## config.mk

```make
export PLATFORM = sky130hd
export DESIGN_NAME = approx_mult_pipe
export DESIGN_NICKNAME = d
export VERILOG_FILES = /design/src/rtl/approx_mult_pipe.sv
export SDC_FILE = /design/constraint.sdc
export NUM_CORES = 1
export LEC_CHECK = 0
export ABC_AREA = 1
export CORE_MARGIN = 2
export CORE_UTILIZATION = 55
export DETAILED_ROUTE_END_ITERATION = 8
export GPL_TIMING_DRIVEN = 0
export HOLD_SLACK_MARGIN = 0.02
export PLACE_DENSITY = 0.88
export SYNTH_ARGS = -nofsm -noshare
export SYNTH_HDL_FRONTEND = slang
export SYNTH_SLANG_ARGS = --single-unit
```

## constraint.sdc

```tcl
create_clock -name clk -period 5.75 [get_ports clk]
set_input_delay 1.15 -clock clk [delete_from_list [all_inputs] [get_ports clk]]
set_output_delay 1.15 -clock clk [all_outputs]
set_load 0.03 [all_outputs]
```

## src/rtl/approx_mult_pipe.sv

```systemverilog
// rtl/approx_mult_pipe.sv - pipelined WIDTH x WIDTH unsigned multiplier with per-transaction approximate mode
// Low APPROX_COLS columns are carry-free ORs in approx mode; three stages, valid/ready, global stall enable.
module approx_mult_pipe #(
  parameter int WIDTH       = 8,
  parameter int APPROX_COLS = 4
) (
  input  logic                 clk,
  input  logic                 rst,
  input  logic                 in_valid,
  output logic                 in_ready,
  input  logic [WIDTH-1:0]     in_a,
  input  logic [WIDTH-1:0]     in_b,
  input  logic                 in_approx,
  output logic                 out_valid,
  input  logic                 out_ready,
  output logic [2*WIDTH-1:0]   out_p,
  output logic                 out_approx,
  output logic                 busy
);

  localparam int PW = 2 * WIDTH;

  logic             r_s1_valid, r_s2_valid, r_s3_valid;
  logic [WIDTH-1:0] r_s1_a, r_s1_b;
  logic             r_s1_approx, r_s2_approx, r_s3_approx;
  logic [PW-1:0]    r_s2_sum, r_s2_carry, r_s2_low;
  logic [PW-1:0]    r_s3_p;

  logic             w_en;
  logic [PW-1:0]    w_lo_mask, w_row, w_maj, w_sum, w_carry, w_low;

  assign w_en       = ~(r_s3_valid & ~out_ready);
  assign in_ready   = w_en;
  assign out_valid  = r_s3_valid;
  assign out_p      = r_s3_p;
  assign out_approx = r_s3_approx;
  assign busy       = r_s1_valid | r_s2_valid | r_s3_valid;

  // Each shifted row feeds its low-column bits into the OR vector and the rest into a 3:2 CSA chain.
  always_comb begin
    w_lo_mask = '0;
    w_row     = '0;
    w_maj     = '0;
    w_sum     = '0;
    w_carry   = '0;
    w_low     = '0;
    for (int m = 0; m < PW; m++) begin
      w_lo_mask[m] = r_s1_approx && (m < APPROX_COLS);
    end
    for (int j = 0; j < WIDTH; j++) begin
      w_row   = PW'(r_s1_a & {WIDTH{r_s1_b[j]}}) << j;
      w_low   = w_low | (w_row & w_lo_mask);
      w_row   = w_row & ~w_lo_mask;
      w_maj   = (w_sum & w_carry) | (w_sum & w_row) | (w_carry & w_row);
      w_sum   = w_sum ^ w_carry ^ w_row;
      w_carry = w_maj << 1;
    end
  end

  always_ff @(posedge clk or posedge rst) begin
    if (rst) begin
      r_s1_valid  <= 1'b0;
      r_s2_valid  <= 1'b0;
      r_s3_valid  <= 1'b0;
      r_s1_a      <= '0;
      r_s1_b      <= '0;
      r_s1_approx <= 1'b0;
      r_s2_approx <= 1'b0;
      r_s3_approx <= 1'b0;
      r_s2_sum    <= '0;
      r_s2_carry  <= '0;
      r_s2_low    <= '0;
      r_s3_p      <= '0;
    end else if (w_en) begin
      r_s1_valid  <= in_valid;
      r_s1_a      <= in_a;
      r_s1_b      <= in_b;
      r_s1_approx <= in_approx;
      r_s2_valid  <= r_s1_valid;
      r_s2_approx <= r_s1_approx;
      r_s2_sum    <= w_sum;
      r_s2_carry  <= w_carry;
      r_s2_low    <= w_low;
      r_s3_valid  <= r_s2_valid;
      r_s3_approx <= r_s2_approx;
      // High part has no bits below APPROX_COLS, so OR merges the low columns without overlap.
      r_s3_p      <= (r_s2_sum + r_s2_carry) | r_s2_low;
    end
  end

endmodule
```

==> results of run 1 <==
metrics by stage:
stage | worst slack, ns | hold slack (ns) | instances
after floorplan | 1.804 | 0.4422 | 500
after global placement | 1.647 | 0.4534 | 639
after detailed placement | 1.549 | 0.4682 | 640
after CTS | 1.519 | 0.4853 | 656
after global routing | 1.319 | 0.5080 | 656
final | 1.501 | 0.4767 | 656
sequential cells by signal (all words and copies together), names as in the netlist:
register,cells
r_s2_low,4
out_approx,1
r_s2_sum,15
r_s2_carry,7
out_valid,1
r_s1_approx,1
r_s2_valid,1
out_p,16
r_s2_approx,1
r_s1_b,8
r_s1_a,8
r_s1_valid,1
kinds of logic (layout without fill, tap and decap cells):
family / after synthesis / in the layout / share of synthesized area [%]
AO/OA/AOI/OAI: 32 / 32 / 4.208
adder cells (fa/ha/maj): 57 / 57 / 24.71
buffers and inverters: 100 / 157 / 9.669
flip-flops: 64 / 64 / 38.20
AND/OR/NAND/NOR: 247 / 247 / 23.22
layer usage:
metal,track usage [%],vias up
met4,10.23,0
li1,-,1593
met2,43.40,161
met3,4.813,28
met1,32.31,1713
met5,0,-
report_power, final:
group,internal (W),switching (W),leakage (nW)
logic,0.000641,0.000996,1.71
clock network,0.000269,0.000189,0.113
registers,0.000629,0.0000899,0.796
total,0.00154,0.00127,2.61
worst max-delay path, stage by stage (launching register included):
cell	delay (ns)
dfrtp_1	0.33
clkbuf_1	0.34
nand2_1	0.10
inv_1	0.07
ha_1	0.14
inv_1	0.05
fa_1	0.50
inv_1	0.05
fa_1	0.48
fa_1	0.51
inv_1	0.06
fa_1	0.40
fa_1	0.51
inv_1	0.05
fa_1	0.42
nand2_1	0.08
nand2_1	0.05
final cells by class:
type	instances	area (µm²)	share of cell area, %
Clock buffer	12	155.1	3.123
Inverter	72	272.8	5.490
Clock inverter	4	76.32	1.536
Sequential cell	64	1602	32.23
Multi-Input combinational cell	336	2186	43.99
Buffer	28	132.6	2.669
Tap cell	99	123.9	2.493
Timing Repair Buffer	41	420.4	8.461
cell usage after synthesis (all sizes together):
| master | n | area [µm²] |
|---|---|---|
| ha | 14 | 175.2 |
| a21oi | 5 | 25.02 |
| o21ai | 22 | 110.1 |
| nand3 | 16 | 80.08 |
| a211oi | 1 | 7.510 |
| fa | 43 | 860.8 |
| a22o | 3 | 26.28 |
| inv | 72 | 272.8 |
| nor2 | 17 | 82.58 |
| o31ai | 1 | 7.510 |
| clkbuf | 8 | 30.03 |
| dfrtp | 64 | 1602 |
| buf | 20 | 102.6 |
| or2 | 2 | 12.52 |
| nand4 | 1 | 6.260 |
| nand2 | 211 | 792.0 |
placed cells by master (no fill, tap or decap), drive strengths merged:
master	netlist	routed
buf	20	21
clkbuf	8	20
a21oi	5	5
inv	72	72
o31ai	1	1
clkinvlp	0	1
a22o	3	3
fa	43	43
o21ai	22	22
bufinv	0	2
dfrtp	64	64
clkdlybuf4s50	0	40
a211oi	1	1
nand4	1	1
clkinv	0	1
nor2	17	17
nand3	16	16
or2	2	2
nand2	211	211
ha	14	14
path summary, 6_finish.rpt:
path | start | to | slack (ns) | cells after the start
max | r_s1_a[4] | r_s2_sum[7] | 1.50 | 16
min | r_s2_sum[5] | out_p[5] | 0.48 | 2
max reg2reg | r_s1_a[4] | r_s2_sum[7] | 1.50 | 16
min reg2reg | r_s2_sum[5] | out_p[5] | 0.48 | 2
max in group asynchronous | rst | out_p[6] | 3.91 | 3
min in group asynchronous | rst | out_p[9] | 1.22 | 2
==> key figures, run 1 <==
Cells and area
  • ANT cells: 0
  • Fill count: 536
  • Share of cells above drive strength 1: 7.361%
  • Final core utilization: 67.78%
  • Area Growth Syn to Fin: 18.50%
  • Final nets: 630
  • Cell area after layout: 4969 µm²

Floorplan
  • Site row count: 31
  • Initial core utilization: 57.19%
  • DIE WIDTH: 91.31 µm
  • Core ar.: 7331 µm²
  • I/O pin cnt: 41
  • Vert. Die Dim: 91.31 µm
  • Die footprint: 8338 µm²

Global routing
  • Largest net degree at the start of global routing: 35
  • Grt ovf: 0
  • Tot GR Track Use: 25.53%
  • First-pass GRT wire length: 16.64 mm
  • Initial antenna violation count: 0
  • Vias in the first global route: 3553

Placed design
  • I/O Buffers: 40
  • Dpl hpwl: 7.036 mm
  • GP Congestion: 0.8360
  • Placement Cell Area: 4737 µm²

Synthesis
  • Yosys cell types: 22
  • Yosys warns: 0
  • Syn_area_per_cell: 8.386 µm²
  • Seq/Total Area, Yosys: 38.20%
  • Count of state elements after synthesis: 64
  • Post-Syn Area: 4193 µm²
  • Synthesized Nets: 578
  • Cells after synthesis: 500

STA
  • RSZ-0062 raised after global routing: false
  • Clock Skews: 0.007004 ns
  • Final period util: 73.89%
  • Setup TNS: 0 ns
  • Relative slew slack: 53.91%
  • Slew @ Worst Pin: 0.6903 ns
  • Final hold violation count: 0
  • Fmax: 235.4 MHz
  • Fin crit period: 4.249 ns
  • Final setup fails: 0
  • Max-slew violations: 0

Routing
  • Total Wirelength: 9.689 mm
  • Via density: 5.328
  • Vias: 3495
  • WL met3: 630 µm
  • Uppermost layer routed: met4
  • M1 WL: 3.807 mm
  • Initial DRT Pass Iterations: 7
  • # DRC: 0
  • DRT antenna net count: 0
  • Iteration-0 DRC Markers: 314
  • WL/cell: 14.77 µm
  • Met2 wire len: 5.001 mm

Power and ir drop
  • Pwr/cell area: 566.3 nW/µm²
  • Total power: 0.002814 W
  • LEAKAGE: 2.614 nW
  • Maximum VDD drop: 0.2218 mV

CTS
  • TritonCTS clock tree: built
  • # clock sinks: 64
  • Cts bufs inserted: 9
  • Hold_buf cts: 0
  • Buffer count from post-CTS setup fixing: 0
  • Clock Latency Late Sink: 0.36 ns
  • H-tree depth: 3
  • Post-CTS sizing: 0
  • Reg clk slew, reported paths: 0.07 ns
  • Root Buffer: clkbuf_8
  • Deepest clock path buffer count: 2

Setup path
  • CP Data Arrival Time: 4.50 ns
  • CP Class: flip-flop to flip-flop
  • CP Data Required Time: 6.00 ns
  • CP max FO: 9
  • CP startpoint kind: flip-flop
  • Crit end category: flip-flop

Min path
  • Worst hold path class: flip-flop to flip-flop

Flow run
  • Number of max-cap violations: 0

Status
  • Outcome: finished, final reports clean
No activity file was read; power rests on OpenSTA's default activity.
==> inputs of run 2 (changes only) <==
==> constraint.sdc (replaced) <==
create_clock -name clk -period 4.1 [get_ports clk]
set_input_delay 0.82 -clock clk [delete_from_list [all_inputs] [get_ports clk]]
set_output_delay 0.82 -clock clk [all_outputs]
set_load 0.03 [all_outputs]
==> run 2 against run 1 <==
Non-clock buffer count decreased by 1. Worst setup slack got worse by 1.5 ns. Via count decreased by 0.89%. Critical path depth unchanged. Global-route usage increased by 0.11 points. Clock power increased by 40%. Utilization increased by 0.72 points. Register-to-register slack got worse by 1.5 ns. First-iteration DRC count decreased by 1.3%. Die area unchanged. Combinational power increased by 41%.
==> key figures, run 2 (same netlist as run 1, synthesis figures left out) <==
Status
  • Outcome: finished, final reports clean

STA
  • Final period util: 98.96%
  • Max-slew violations: 0
  • Slew @ Worst Pin: 0.6902 ns
  • Relative slew slack: 53.92%
  • Min setup slack post-route: 0.04274 ns
  • Fin crit period: 4.057 ns
  • Clock Skews: 0.007460 ns
  • Fmax: 246.5 MHz
  • Final setup fails: 0
  • RSZ-0062 raised after global routing: true
  • Setup TNS: 0 ns
  • WHS: 0.4779 ns
  • Final hold violation count: 0

Global routing
  • Most crowded layer after global routing: met2
  • Met1 Usage GRT: 31.94%
  • First-pass GRT wire length: 16.63 mm
  • Vias in the first global route: 3543
  • Largest net degree at the start of global routing: 35
  • Grt met3 use: 4.896%
  • Grt ovf: 0
  • Tot GR Track Use: 25.64%
  • Initial antenna violation count: 0
  • Met2 usage: 44.07%

Floorplan
  • DIE WIDTH: 91.31 µm
  • I/O pin cnt: 41
  • Site row count: 31
  • Die footprint: 8338 µm²
  • Vert. Die Dim: 91.31 µm
  • Core ar.: 7331 µm²
  • Initial core utilization: 57.19%

Cells and area
  • Multi-input logic area: 2216 µm²
  • Max reg flops: 16
  • Final nets: 629
  • Register area: 1608 µm²
  • Fill count: 530
  • Commonest non-fill, non-tap cell in the layout: nand2_1
  • Share of cells above drive strength 1: 11.15%
  • ANT cells: 0
  • Most frequent cells in the layout: 211 x nand2_1, 65 x inv_1, 59 x dfrtp_1, 40 x clkdlybuf4s50_1, 36 x fa_1
  • Area Growth Syn to Fin: 19.76%

Setup path
  • CP max FO: 7
  • CP Data Arrival Time: 4.30 ns
  • CP Class: flip-flop to flip-flop
  • FF-to-FF setup slack: 0.04 ns
  • CP Capture Point: r_s2_sum[7]
  • RR Startpoint: r_s1_b[0]
  • CP Data Required Time: 4.35 ns
  • Depth of the most critical reg-to-reg path: 16
  • CP startpoint kind: flip-flop
  • R2r endpoint: r_s2_sum[7]
  • Crit end category: flip-flop
  • Critical path startpoint: r_s1_b[0]

Min path
  • Worst hold path class: flip-flop to flip-flop

Power and ir drop
  • Pwr/cell area: 796.7 nW/µm²
  • Switch Pwr: 0.001803 W
  • Sw Ratio: 45.07%
  • P_int: 0.002197 W
  • Logic pwr share: 58.1%
  • LEAKAGE: 2.614 nW
  • Sequential share of power: 25.9%
  • Total power: 0.004000 W
  • Maximum VDD drop: 0.3144 mV
  • Clock share of power: 16.0%

CTS
  • TritonCTS clock tree: built
  • H-tree depth: 3
  • Clock Latency Late Sink: 0.36 ns
  • # clock sinks: 64
  • Deepest clock path buffer count: 2
  • Root Buffer: clkbuf_8
  • Reg clk slew, reported paths: 0.07 ns
  • Cts bufs inserted: 9

Placed design
  • I/O Buffers: 40
  • GP Congestion: 0.8360
  • Worst Setup Slack post-DPL: -0.1007 ns
  • Dpl hpwl: 7.036 mm

Flow run
  • Number of max-cap violations: 0

Routing
  • Initial DRT Pass Iterations: 5
  • # DRC: 0
  • WL/cell: 15.01 µm
  • Iteration-0 DRC Markers: 310
  • Vias: 3464
  • Via density: 5.289
  • DRT antenna net count: 0
  • Total Wirelength: 9.834 mm
==> run 2: worst min-delay path by stage <==
stage	start	endpoint	slack [ns]	cells past startpoint
after floorplan	r_s2_approx	out_approx	0.44	2
after global placement	r_s2_approx	out_approx	0.45	2
after detailed placement	r_s2_sum[5]	out_p[5]	0.47	2
after CTS	r_s2_approx	out_approx	0.49	2
after global routing	r_s2_approx	out_approx	0.51	2
final	r_s2_sum[5]	out_p[5]	0.48	2
==> run 2: cell type report <==
type                    instances  area share [%]
multi-input cells             336           44.13
inverters                      72           5.432
flip-flops and latches         64           32.02
clock inverters                 4           1.520
repair buffers                 45           8.971
plain buffers                  23           2.367
clock buffers                  12           3.090
well taps                      99           2.467
==> run 2: worst max-delay path: stages, from the launching register on <==
cell     delay, ns
dfrtp_1       0.38
buf_6         0.14
nand2_1       0.07
inv_2         0.05
ha_4          0.26
inv_2         0.03
fa_1          0.47
inv_1         0.05
fa_1          0.48
fa_1          0.52
inv_2         0.05
fa_2          0.34
fa_1          0.51
inv_1         0.05
fa_1          0.42
nand2_1       0.08
nand2_1       0.05
==> run 2: routing by layer <==
metal,share of wire (%),up-vias
li1,-,1589
met1,39,1702
met2,52,144
met3,5.5,29
met4,2.9,0
met5,0,-
==> run 2: power groups by stage <==
stage,logic (W),registers [W],clock network (W)
after floorplan,0.00143,0.00115,0
after global placement,0.00209,0.000998,0
after detailed placement,0.00224,0.00102,0
after CTS,0.00226,0.00104,0.000642
after global routing,0.00261,0.00106,0.000671
final,0.00232,0.00103,0.000641
==> run 2: repair_timing <==
action	4_1_cts	5_1_grt
hold buffers	0	0
endpoints found under the setup margin	3	5
cloned	0	0
gates resized for setup	4	16
pin swaps	0	0
buffers inserted	0	4
==> run 2: per-stage QoR <==
| step | utilization, % | instances | instance area [µm²] |
|---|---|---|---|
| finish | 68.49 | 655 | 5021 |
| global route | 68.49 | 655 | 5021 |
| CTS | 67.62 | 651 | 4957 |
| detailed placement | 64.62 | 640 | 4737 |
| global placement | 64.35 | 639 | 4717 |
| floorplan | - | 500 | 4193 |
==> variant (config.mk and constraints of run 2) <==
Reset style: synchronous (`rst`), changed in one clocked block.
--- a/src/rtl/approx_mult_pipe.sv
+++ b/src/rtl/approx_mult_pipe.sv
@@ -57,7 +57,7 @@
     end
   end
 
-  always_ff @(posedge clk or posedge rst) begin
+  always_ff @(posedge clk) begin
     if (rst) begin
       r_s1_valid  <= 1'b0;
       r_s2_valid  <= 1'b0;
Behaviour: not the same (Yosys sat finds a counterexample within 4 cycles, from zero or initial values and one cycle with rst high; the reset may be asserted at any time).
==> variant against run 2 <==
Via count down 0.12%. Routed wire length down 4.5%. Non-clock buffer count up 1. Clock skew up 0.0043 ns. Setup slack better by 0.0039 ns. Synthesized area down 3.3%. Design area down 4.0%. Maximum frequency about the same. Sequential cell count unchanged. Critical path type unchanged. Largest cell class unchanged. Highest routed layer unchanged.
Power is not compared: it rests on default switching activity, and its combinational part moved more than twofold at a synthesized area within 25%.
==> variant: results (changes against run 2) <==
run status finished clean; Synth Area in Compound Gates 10.49% (+6.3 points); leading cell types by total area after synthesis dfxtp_1, fa_1, nand2_1; post-synthesis share of cell area spent on xor and xnor gates 0% (unchanged); list of most frequent post-synthesis cells nand2_1, nor2_1, inv_1; post-synthesis async set-or-reset flop share 0% (-100 points); peak per-stage delay on the critical path 0.48 ns (-0.04 ns); Sequential Power 0.000703 W; total met2 wirelength after detailed routing 4690 um (-8.9%); post-CTS resize count 5 (+1); share of synthesized area spent on multiplexers 0% (unchanged); fraction of layout instances using a drive strength above 1 10.60% (-0.55 points); met1 wire length 3908 um (+1.1%); placed wire-length estimate 7046 um (+0.13%); routability-driven placement congestion ratio 0.9361 (+12%); Gate power share 19.9%; clock buffer count from CTS 9 (unchanged); Cell Count Post-Placement 655 (+2.3%); CTS root buffer clkbuf_8; global-route wire length before repair 15,880 um (-4.5%); maximum number of pins on one net before global-route repair 12 (-66%); worst vdd ir roughly 0.00014 V; EDFF count, synth 0 (unchanged); count of buffers from port buffering 39 (-2.5%); count of inserted antenna diode cells 0 (unchanged); H-Tree Depth 3 (unchanged); count of vias placed by the detailed router 3,460 (-0.12%); number of DRC markers after the initial detailed-route iteration 216 (-30%); final net count 639 (+1.6%); average detailed-routed wire length per instance 14.12 um (-5.9%); Met3 Routed Length 499 um (-7.2%); Place WS -0.1909 ns (-0.09019 ns); area share of fa/ha/maj cells after synthesis 25.54% (+0.83 points); worst-path fanout max 9 (+2); Slew @ Worst Pin 0.4769 ns (-0.2133 ns); met2 routing resource usage after global routing 41.73% (-2.3 points); skew final 0.01175 ns (+0.004293 ns); Mean Syn Cell Area 7.846 um2 (-6.4%); Worst Setup SP r_s1_a[5]$_SDFFE_PP0N_; fraction of power spent switching nets 28.87%; R2R Path End r_s2_sum[7]$_SDFFE_PP0N_; worst-case reg-to-reg path depth 15 (-1); via/cell ratio 5.203 (-1.6%); number of iterations in the first detailed-routing pass 5 (unchanged); Synthesis Warnings 0 (unchanged); met1 Usage GRT 29.57% (-2.4 points); Final Worst Setup Slack 0.04664 ns (+0.003901 ns); synthesized netlist net count 595 (+2.9%); global routing usage on met3 5.113% (+0.22 points); clock latency of the later-clocked register in the worst-skew pair approximately 0.35 ns; All-Layer GR Usage 24.47% (-1.2 points); post-synthesis sequential area ratio 31.59% (-6.6 points)
[variant: cell count changes after synthesis, moves of 20 or more]
cell / run 2 / this run
nor2_1: 15 / 87
dfxtp_1: 0 / 64
dfrtp_1: 64 / 0
o21ai_0: 15 / 49
a21oi_1: 5 / 25
nand2_1: 211 / 92
[variant: stage by stage]
stage,TNS (ns),cell area [um2]
after floorplan,0,4056
after global placement,-0.1252,4571
after detailed placement,-0.9240,4571
after CTS,0,4772
after global routing,-0.1236,4818
final,0,4818
[variant: how the worst min path moves through the flow]
stage	cells after the start	startpoint	slack, ns	to
floorplan	2	r_s2_approx$_SDFFE_PP0N_	0.44	r_s2_approx$_SDFFE_PP0N_
global placement	2	r_s2_low[0]$_SDFFE_PP0N_	0.45	r_s2_low[0]$_SDFFE_PP0N_
detailed placement	2	r_s2_approx$_SDFFE_PP0N_	0.45	r_s2_approx$_SDFFE_PP0N_
CTS	2	r_s2_approx$_SDFFE_PP0N_	0.46	r_s2_approx$_SDFFE_PP0N_
global route	2	r_s2_low[2]$_SDFFE_PP0N_	0.48	r_s2_low[2]$_SDFFE_PP0N_
finish	2	r_s2_approx$_SDFFE_PP0N_	0.46	r_s2_approx$_SDFFE_PP0N_
[variant: layout make-up]
type	count	area [um2]
fillers	572	2396
flip-flops and latches	64	1299
inverters	76	285.3
well taps	99	123.9
clock inverters	5	80.08
clock buffers	11	141.4
plain buffers	30	214.0
repair buffers	39	390.4
multi-input cells	341	2285
[variant: worst max-delay path: cells and delay by family, from the launching register on]
kind                     cells  cell delay (ns)
AO/OA/AOI/OAI                1             0.12
flip-flops                   1             0.37
adder cells (fa/ha/maj)      7             3.03
buffers and inverters        5             0.29
AND/OR/NAND/NOR              2             0.14
